==> src/rtl/hazard_scoreboard.sv <==
// hazard_scoreboard: shadows the E/M/W destination records of the 5-stage
// pipeline, raises the D-stage stall and drives the D/E forward selects.
// Build option: define HAZARD_FWD_EN for the forwarding build; without it the
// block is stall-only (Tnew ignored, forward selects tied to 0).
// Sync interface: no handshakes; every output is a pure function of the
// registered slots and the current D-stage inputs, updated each rising Clk.
module hazard_scoreboard #(
  parameter int TNEW_W = 2,
  parameter int CNT_W  = 32
) (
  input  logic              Clk,
  input  logic              Rst,
  input  logic [4:0]        D_A1,
  input  logic [4:0]        D_A2,
  input  logic [TNEW_W-1:0] D_Tuse_rs,
  input  logic [TNEW_W-1:0] D_Tuse_rt,
  input  logic [4:0]        D_A3,
  input  logic              D_RFWr,
  input  logic [TNEW_W-1:0] D_Tnew,
  output logic              Stall,
  output logic [1:0]        D_FwdA,
  output logic [1:0]        D_FwdB,
  output logic [1:0]        E_FwdA,
  output logic [1:0]        E_FwdB,
  output logic [CNT_W-1:0]  StallCnt
);

`ifdef HAZARD_FWD_EN
  localparam bit FWD_EN = 1'b1;
`else
  localparam bit FWD_EN = 1'b0;
`endif

  // Tuse of all-ones means the operand is never read.
  localparam logic [TNEW_W-1:0] TUSE_NEVER = '1;

  typedef struct packed {
    logic              vld;
    logic [4:0]        a1;
    logic [4:0]        a2;
    logic [4:0]        a3;
    logic              we;
    logic [TNEW_W-1:0] tnew;
  } e_slot_t;

  typedef struct packed {
    logic              vld;
    logic [4:0]        a3;
    logic              we;
    logic [TNEW_W-1:0] tnew;
  } m_slot_t;

  // W results always exist, so the W record carries no Tnew.
  typedef struct packed {
    logic       vld;
    logic [4:0] a3;
    logic       we;
  } w_slot_t;

  e_slot_t          e_q, e_d;
  m_slot_t          m_q, m_d;
  w_slot_t          w_q, w_d;
  logic [CNT_W-1:0] cnt_q, cnt_d;

  logic e_live, m_live, w_live;
  logic stall_c;

  logic [1:0][4:0]        d_src;
  logic [1:0][TNEW_W-1:0] d_tuse;
  logic [1:0][4:0]        e_src;
  logic [1:0]             d_e_hit, d_m_hit, e_m_hit, e_w_hit;
  logic [1:0][1:0]        d_fwd, e_fwd;

  assign e_live = e_q.vld & e_q.we & (e_q.a3 != 5'd0);
  assign m_live = m_q.vld & m_q.we & (m_q.a3 != 5'd0);
  assign w_live = w_q.vld & w_q.we & (w_q.a3 != 5'd0);

  assign d_src  = {D_A2, D_A1};
  assign d_tuse = {D_Tuse_rt, D_Tuse_rs};
  assign e_src  = {e_q.a2, e_q.a1};

  // Register-number matches of each source against the live writer slots.
  always_comb begin : hit_detect
    d_e_hit = '0;
    d_m_hit = '0;
    e_m_hit = '0;
    e_w_hit = '0;
    for (int i = 0; i < 2; i++) begin
      d_e_hit[i] = e_live && (d_src[i] != 5'd0) && (e_q.a3 == d_src[i]);
      d_m_hit[i] = m_live && (d_src[i] != 5'd0) && (m_q.a3 == d_src[i]);
      e_m_hit[i] = e_q.vld && m_live && (e_src[i] != 5'd0) && (m_q.a3 == e_src[i]);
      e_w_hit[i] = e_q.vld && w_live && (e_src[i] != 5'd0) && (w_q.a3 == e_src[i]);
    end
  end

  // Stall and forward selects; a younger E writer always shadows an older M one.
  always_comb begin : hazard_logic
    stall_c = 1'b0;
    d_fwd   = '0;
    e_fwd   = '0;
    for (int i = 0; i < 2; i++) begin
      if (FWD_EN) begin
        if (d_e_hit[i]) begin
          if (e_q.tnew > d_tuse[i]) stall_c = 1'b1;
          if (e_q.tnew == '0) d_fwd[i] = 2'd2;
        end else if (d_m_hit[i]) begin
          if (m_q.tnew > d_tuse[i]) stall_c = 1'b1;
          if (m_q.tnew == '0) d_fwd[i] = 2'd1;
        end
        if (e_m_hit[i] && (m_q.tnew == '0)) e_fwd[i] = 2'd1;
        else if (e_w_hit[i])                e_fwd[i] = 2'd2;
      end else begin
        if ((d_e_hit[i] || d_m_hit[i]) && (d_tuse[i] != TUSE_NEVER)) stall_c = 1'b1;
      end
    end
  end

  // Pipeline advance of the shadow records and the saturating stall counter.
  always_comb begin : next_state
    if (stall_c) begin
      e_d = '0;
    end else begin
      e_d = '{vld: 1'b1, a1: D_A1, a2: D_A2, a3: D_A3, we: D_RFWr, tnew: D_Tnew};
    end
    m_d.vld  = e_q.vld;
    m_d.a3   = e_q.a3;
    m_d.we   = e_q.we;
    m_d.tnew = (e_q.tnew == '0) ? '0 : e_q.tnew - 1'b1;
    w_d.vld  = m_q.vld;
    w_d.a3   = m_q.a3;
    w_d.we   = m_q.we;
    cnt_d    = cnt_q;
    if (stall_c && (cnt_q != {CNT_W{1'b1}})) cnt_d = cnt_q + 1'b1;
  end

  // State registers; reset empties every slot and clears the counter.
  always_ff @(posedge Clk) begin
    if (Rst) begin
      e_q   <= '0;
      m_q   <= '0;
      w_q   <= '0;
      cnt_q <= '0;
    end else begin
      e_q   <= e_d;
      m_q   <= m_d;
      w_q   <= w_d;
      cnt_q <= cnt_d;
    end
  end

  assign Stall    = stall_c;
  assign D_FwdA   = d_fwd[0];
  assign D_FwdB   = d_fwd[1];
  assign E_FwdA   = e_fwd[0];
  assign E_FwdB   = e_fwd[1];
  assign StallCnt = cnt_q;

endmodule

==> config.mk <==
export PLATFORM = sky130hd
export DESIGN_NAME = hazard_scoreboard
export DESIGN_NICKNAME = d
export VERILOG_FILES = /design/src/rtl/hazard_scoreboard.sv
export SDC_FILE = /design/constraint.sdc
export NUM_CORES = 1
export LEC_CHECK = 0
export CAP_MARGIN = 20
export CORE_MARGIN = 10
export CORE_UTILIZATION = 49
export DETAILED_ROUTE_END_ITERATION = 6
export PLACE_DENSITY = 0.77
export SYNTH_ARGS = -nofsm -noshare
export SYNTH_HDL_FRONTEND = slang
export SYNTH_SLANG_ARGS = --single-unit
==> constraint.sdc <==
create_clock -name Clk -period 2.78 [get_ports Clk]
set_clock_uncertainty 0.15 [all_clocks]
set_input_delay 0.278 -clock Clk [delete_from_list [all_inputs] [get_ports Clk]]
set_output_delay 0.278 -clock Clk [all_outputs]
set_load 0.05 [all_outputs]
# After elaboration in Yosys (flattened, before gate mapping)

Index checks and enable logic that the tools add are counted.

Bits of input ports: 24
Register bits after elaboration: 46
Logic and storage cells: 40

Equality and inequality tests: 7
Multiplexer cells: 3
Reduce and logical (&&, ||, !) cells: 18
$add $sub $neg: 1
Bitwise gates (word level): 4

Operators with widths:

| operator                | number |
|---|---|
| $add A32 B1 Y32 const B | 1 |
| $ne A32 B32 Y1 const B  | 1 |
| $eq A5 B5 Y1            | 4 |
| $reduce_bool A5 Y1      | 4 |
| $mux W19                | 1 |
| $logic_and A1 B1 Y1     | 11 |
| $and A1 B1 Y1           | 4 |
| $ne A2 B2 Y1 const B    | 2 |
| $logic_or A1 B1 Y1      | 2 |
| $mux W1                 | 2 |
| $reduce_or A2 Y1        | 1 |

# Depth between registers and ports, before layout

Depth after elaboration: 9
Depth in mapped cells: 9
Gate-level depth less buffers: 7

# Least setup slack after synthesis

Ideal clock, no wire load.

Kind: register to register
Start: register cnt_q[0], in the netlist StallCnt[0]
End: register cnt_q[21], in the netlist StallCnt[21]
Clock period less this slack: 2.620 ns
Arrival time: 2.400 ns
Stages on the path, launching flop included: 10
Library setup time: 0.070 ns
Path buffers: 3
Path slack: 0.160 ns
Cell sequence: dfxtp_1 ha_1 nand3_1 nor3_1 and4b_1 buf_2 clkbuf_1 clkbuf_1 o31ai_1 a21oi_1

Cells in the longest elaborated chain, start to end: 2
Elaborated cells on any way between the ends: 3
Those cells by class: add/sub: 1; eq/ne: 1; reduce/logical: 1

RTL lines:

| item                                                                    | line | text |
|---|---|---|
| start, declared                                                         | 63   | `logic [CNT_W-1:0] cnt_q, cnt_d;` |
| start signal, assigned                                                  | 147  | `cnt_q <= cnt_d;` |
| parallel branches: the longest is 2 deep, another holds $add A32 B1 Y32 | -    |  |

Several ways; the timed one is not identified.
A chain may end at the register's enable or synchronous reset.

# Worst setup path after layout

Start: input D_A1[1]
End: output Stall

Cells in the longest elaborated chain, start to end: 7
Elaborated cells on any way between the ends: 11
Those cells by class: eq/ne: 2; mux: 2; reduce/logical: 7

RTL lines:

| item                                                 | line   | text |
|---|---|---|
| start, declared                                      | 13     | `input logic [4:0] D_A1,` |
| $reduce_bool A5 Y1                                   | 89, 90 |  |
| $logic_and A1 B1 Y1 (on tied branches) (2 in series) | 89, 90 |  |
| $logic_or A1 B1 Y1 *                                 | 113    | `if ((d_e_hit[i] \|\| d_m_hit[i]) && (d_tuse[i] != TUSE_NEVER)) stall_c = 1'b1;` |
| $logic_and A1 B1 Y1 *                                | 113    |  |
| $mux W1 * (2 in series)                              | 113    |  |
| end, declared                                        | 20     | `output logic Stall,` |

Every way passes the cells marked *; elsewhere a longest branch is shown, timed or not.

==> run summary <==
Outcome - completed
Filler Cells Inserted - 391
Reg2Reg Capture Point - StallCnt[16]
Drt pass-1 iters - 5
WP data required - 2.35 ns
Die W - 91.1 microns
Max-slew violations - 0
Worst r2r src - e_q[5]
CP Depth - 9
Area after DPL - 0.00313 sq mm
Final worst slack - 0.0157 ns
Initial antenna violation count - 0
Psw - 317 uW
R2R depth - 10
H-tree levels - 2
Layout cell share with drive strength beyond 1 - 0.156
Peak fanout along the critical path - 7
R2r setup slk - 0.12 ns
Drc violations - 0
Ys flop type - dfxtp_1
Worst hold slack - 0.334 ns
Netlist cell types - 37
Final wirelength - 7110 microns
Syn Area/Cell - 8.61 sq um
Final setup vio count - 0
Vias in the first global route - 2342
Routed WL per cell - 16.5 microns
Die Span Y - 91.1 microns
Worst-Skew Late Latency - 0.30 ns
CP startpoint kind - input pin
WP buf/inv - 5
Final nets - 389
Initial core utilization - 0.515
Asr flop ratio synth - 0
CP startpoint - D_A1[1]
Max-Cap Viols - 0
PD cells - 384 mW/mm^2
Post-synth design cell area - 0.00248 sq mm
DR vias/cell - 5.73
Placer Congestion - 0.919
#FFs+latches synth - 46
CP arrival - 2.34 ns
Rows - 25
Sw frac - 0.239
Synth warnings - 0
Achievable frequency - 0.362 GHz
Worst-path clk slew - 0.08 ns
Worst setup path endpoint - Stall
Crit path cell chain - clkdlybuf4s50_1 > or4_4 > o21ai_2 > nor4_1 > buf_4 > nor4_4 > buf_12 > inv_4 > buf_8
Final min period - 2.76 ns
Most common cell after layout, fill and taps aside - clkdlybuf4s50_1
PortBufs - 54
Vias post-DR - 2476
Grt total ovfl - 0
Kind of critical path - in2out
Rel. slew slack - 0.632
Crit-path slowest cell - or4_4
Final ANT Viol Nets - 0
Diode count - 0
Util after Layout - 0.716
Most frequent cells in the layout - clkdlybuf4s50_1, dfxtp_1, buf_4
Final Hold Viols - 0
CTS tree - built
Mapped Cells - 288
First DRT Iteration DRCs - 137
Sink Count - 46
Hold Path Class - reg2reg
Power Total - 1320 uW
Layout area overhead - 39.1%
Core area - 0.00482 sq mm
Clk buf depth - 2
Die area - 0.00831 sq mm
Comb pwr share - 0.113
Setup WS pre-CTS - -0.107 ns
Lkg Pwr - 0.00115 uW
Post-route cell area - 0.00345 sq mm
Worst slew pin tran - 0.550 ns
Crit path largest cell delay - 0.53 ns
Crit share post-route - 0.994
Total Routing Usage GR - 0.159
Top-Level Pins - 65
Post-synthesis sequential area ratio - 0.371
DP HPWL - 4660 microns
Root Buffer - clkbuf_8
Clock share of power - 0.374
Hold path startpoint - e_q[2]
EDFF count, synth - 0
Sequential power share - 0.514
Family with the most delay on the worst path - simple AND/OR/NAND/NOR gates
CTS buffer count - 5
Critical Path Sink Type - primary output
Maximum vdd ir drop - 344 uV
Power Internal - 1010 uW
Largest net degree at the start of global routing - 29
First-pass GRT wire length - 11300 microns
[per-layer routing]
| layer | routed length [microns] | vias to the layer above | track usage |
|---|---|---|---|
| met2 | 3410 | 79 | 0.254 |
| met4 | 67 | 0 | 0.0418 |
| met5 | 0 | - | 0 |
| li1 | - | 1218 | - |
| met1 | 3110 | 1172 | 0.196 |
| met3 | 519 | 7 | 0.0576 |
[flip-flops by register name, summed over array words and instances (netlist names)]
signal	count
StallCnt	32
e_q	7
m_q	7
[cells by family after synthesis]
group / Yosys count / synth area share
flops: 46 / 0.371
mux: 5 / 0.0227
other cells: 1 / 0.00151
simple gates: 129 / 0.314
buf+inv: 28 / 0.0676
fa+ha+maj: 1 / 0.00504
compound gates: 58 / 0.147
xor+xnor: 20 / 0.0706
[stage by stage]
stage	TNS [ns]	std cells
2_1_floorplan	0	295
3_3_place_gp	-0.442	411
3_5_place_dp	-1.14	411
4_1_cts	0	423
5_1_grt	-0.718	432
6_report	0	432
[power by group through the flow]
stage / Clock, uW / Combinational [uW] / Sequential (uW)
after floorplan: 0 / 85.6 / 692
after global placement: 0 / 127 / 694
after detailed placement: 0 / 130 / 695
after CTS: 497 / 133 / 680
after global routing: 532 / 159 / 681
final: 495 / 149 / 679
[final cells by class]
cell class / count / area (sq um) / area share
Clock buffer: 5 / 68.8 / 0.0199
Sequential cell: 46 / 928 / 0.269
Tap cell: 67 / 83.8 / 0.0243
Clock inverter: 3 / 40.0 / 0.0116
Inverter: 4 / 17.5 / 0.00508
Timing Repair Buffer: 86 / 851 / 0.247
Multi-Input combinational cell: 221 / 1460 / 0.423
[worst min path at each step]
stage,end,slack (ns),cells after the start
floorplan,e_q[2],0.25,1
global placement,m_q[2],0.32,1
detailed placement,m_q[2],0.32,1
CTS,m_q[8],0.33,1
global route,m_q[2],0.35,1
finish,m_q[2],0.33,1
[Yosys cell counts (8+ instances only)]
cell type   n  area share
nand3_1    18       0.036
nor2_1     10       0.015
nand2_1    17       0.026
nand4_1    10       0.025
a21oi_1    26       0.052
xnor2_1    20       0.071
nor2b_1    11       0.028
o31ai_1    21       0.064
dfxtp_1    46        0.37
buf_4       8       0.024
or4_1      25       0.076
clkbuf_1   10       0.015
[repair_timing]
| action | in CTS | in global routing |
|---|---|---|
| pin swaps | 1 | 7 |
| buffers inserted | 2 | 9 |
| hold buffers | 0 | 0 |
| endpoints found under the setup margin | 1 | 21 |
| gates cloned | 2 | 0 |
| resized for setup | 1 | 17 |
Note: power is estimated with default switching activity, not from simulation.
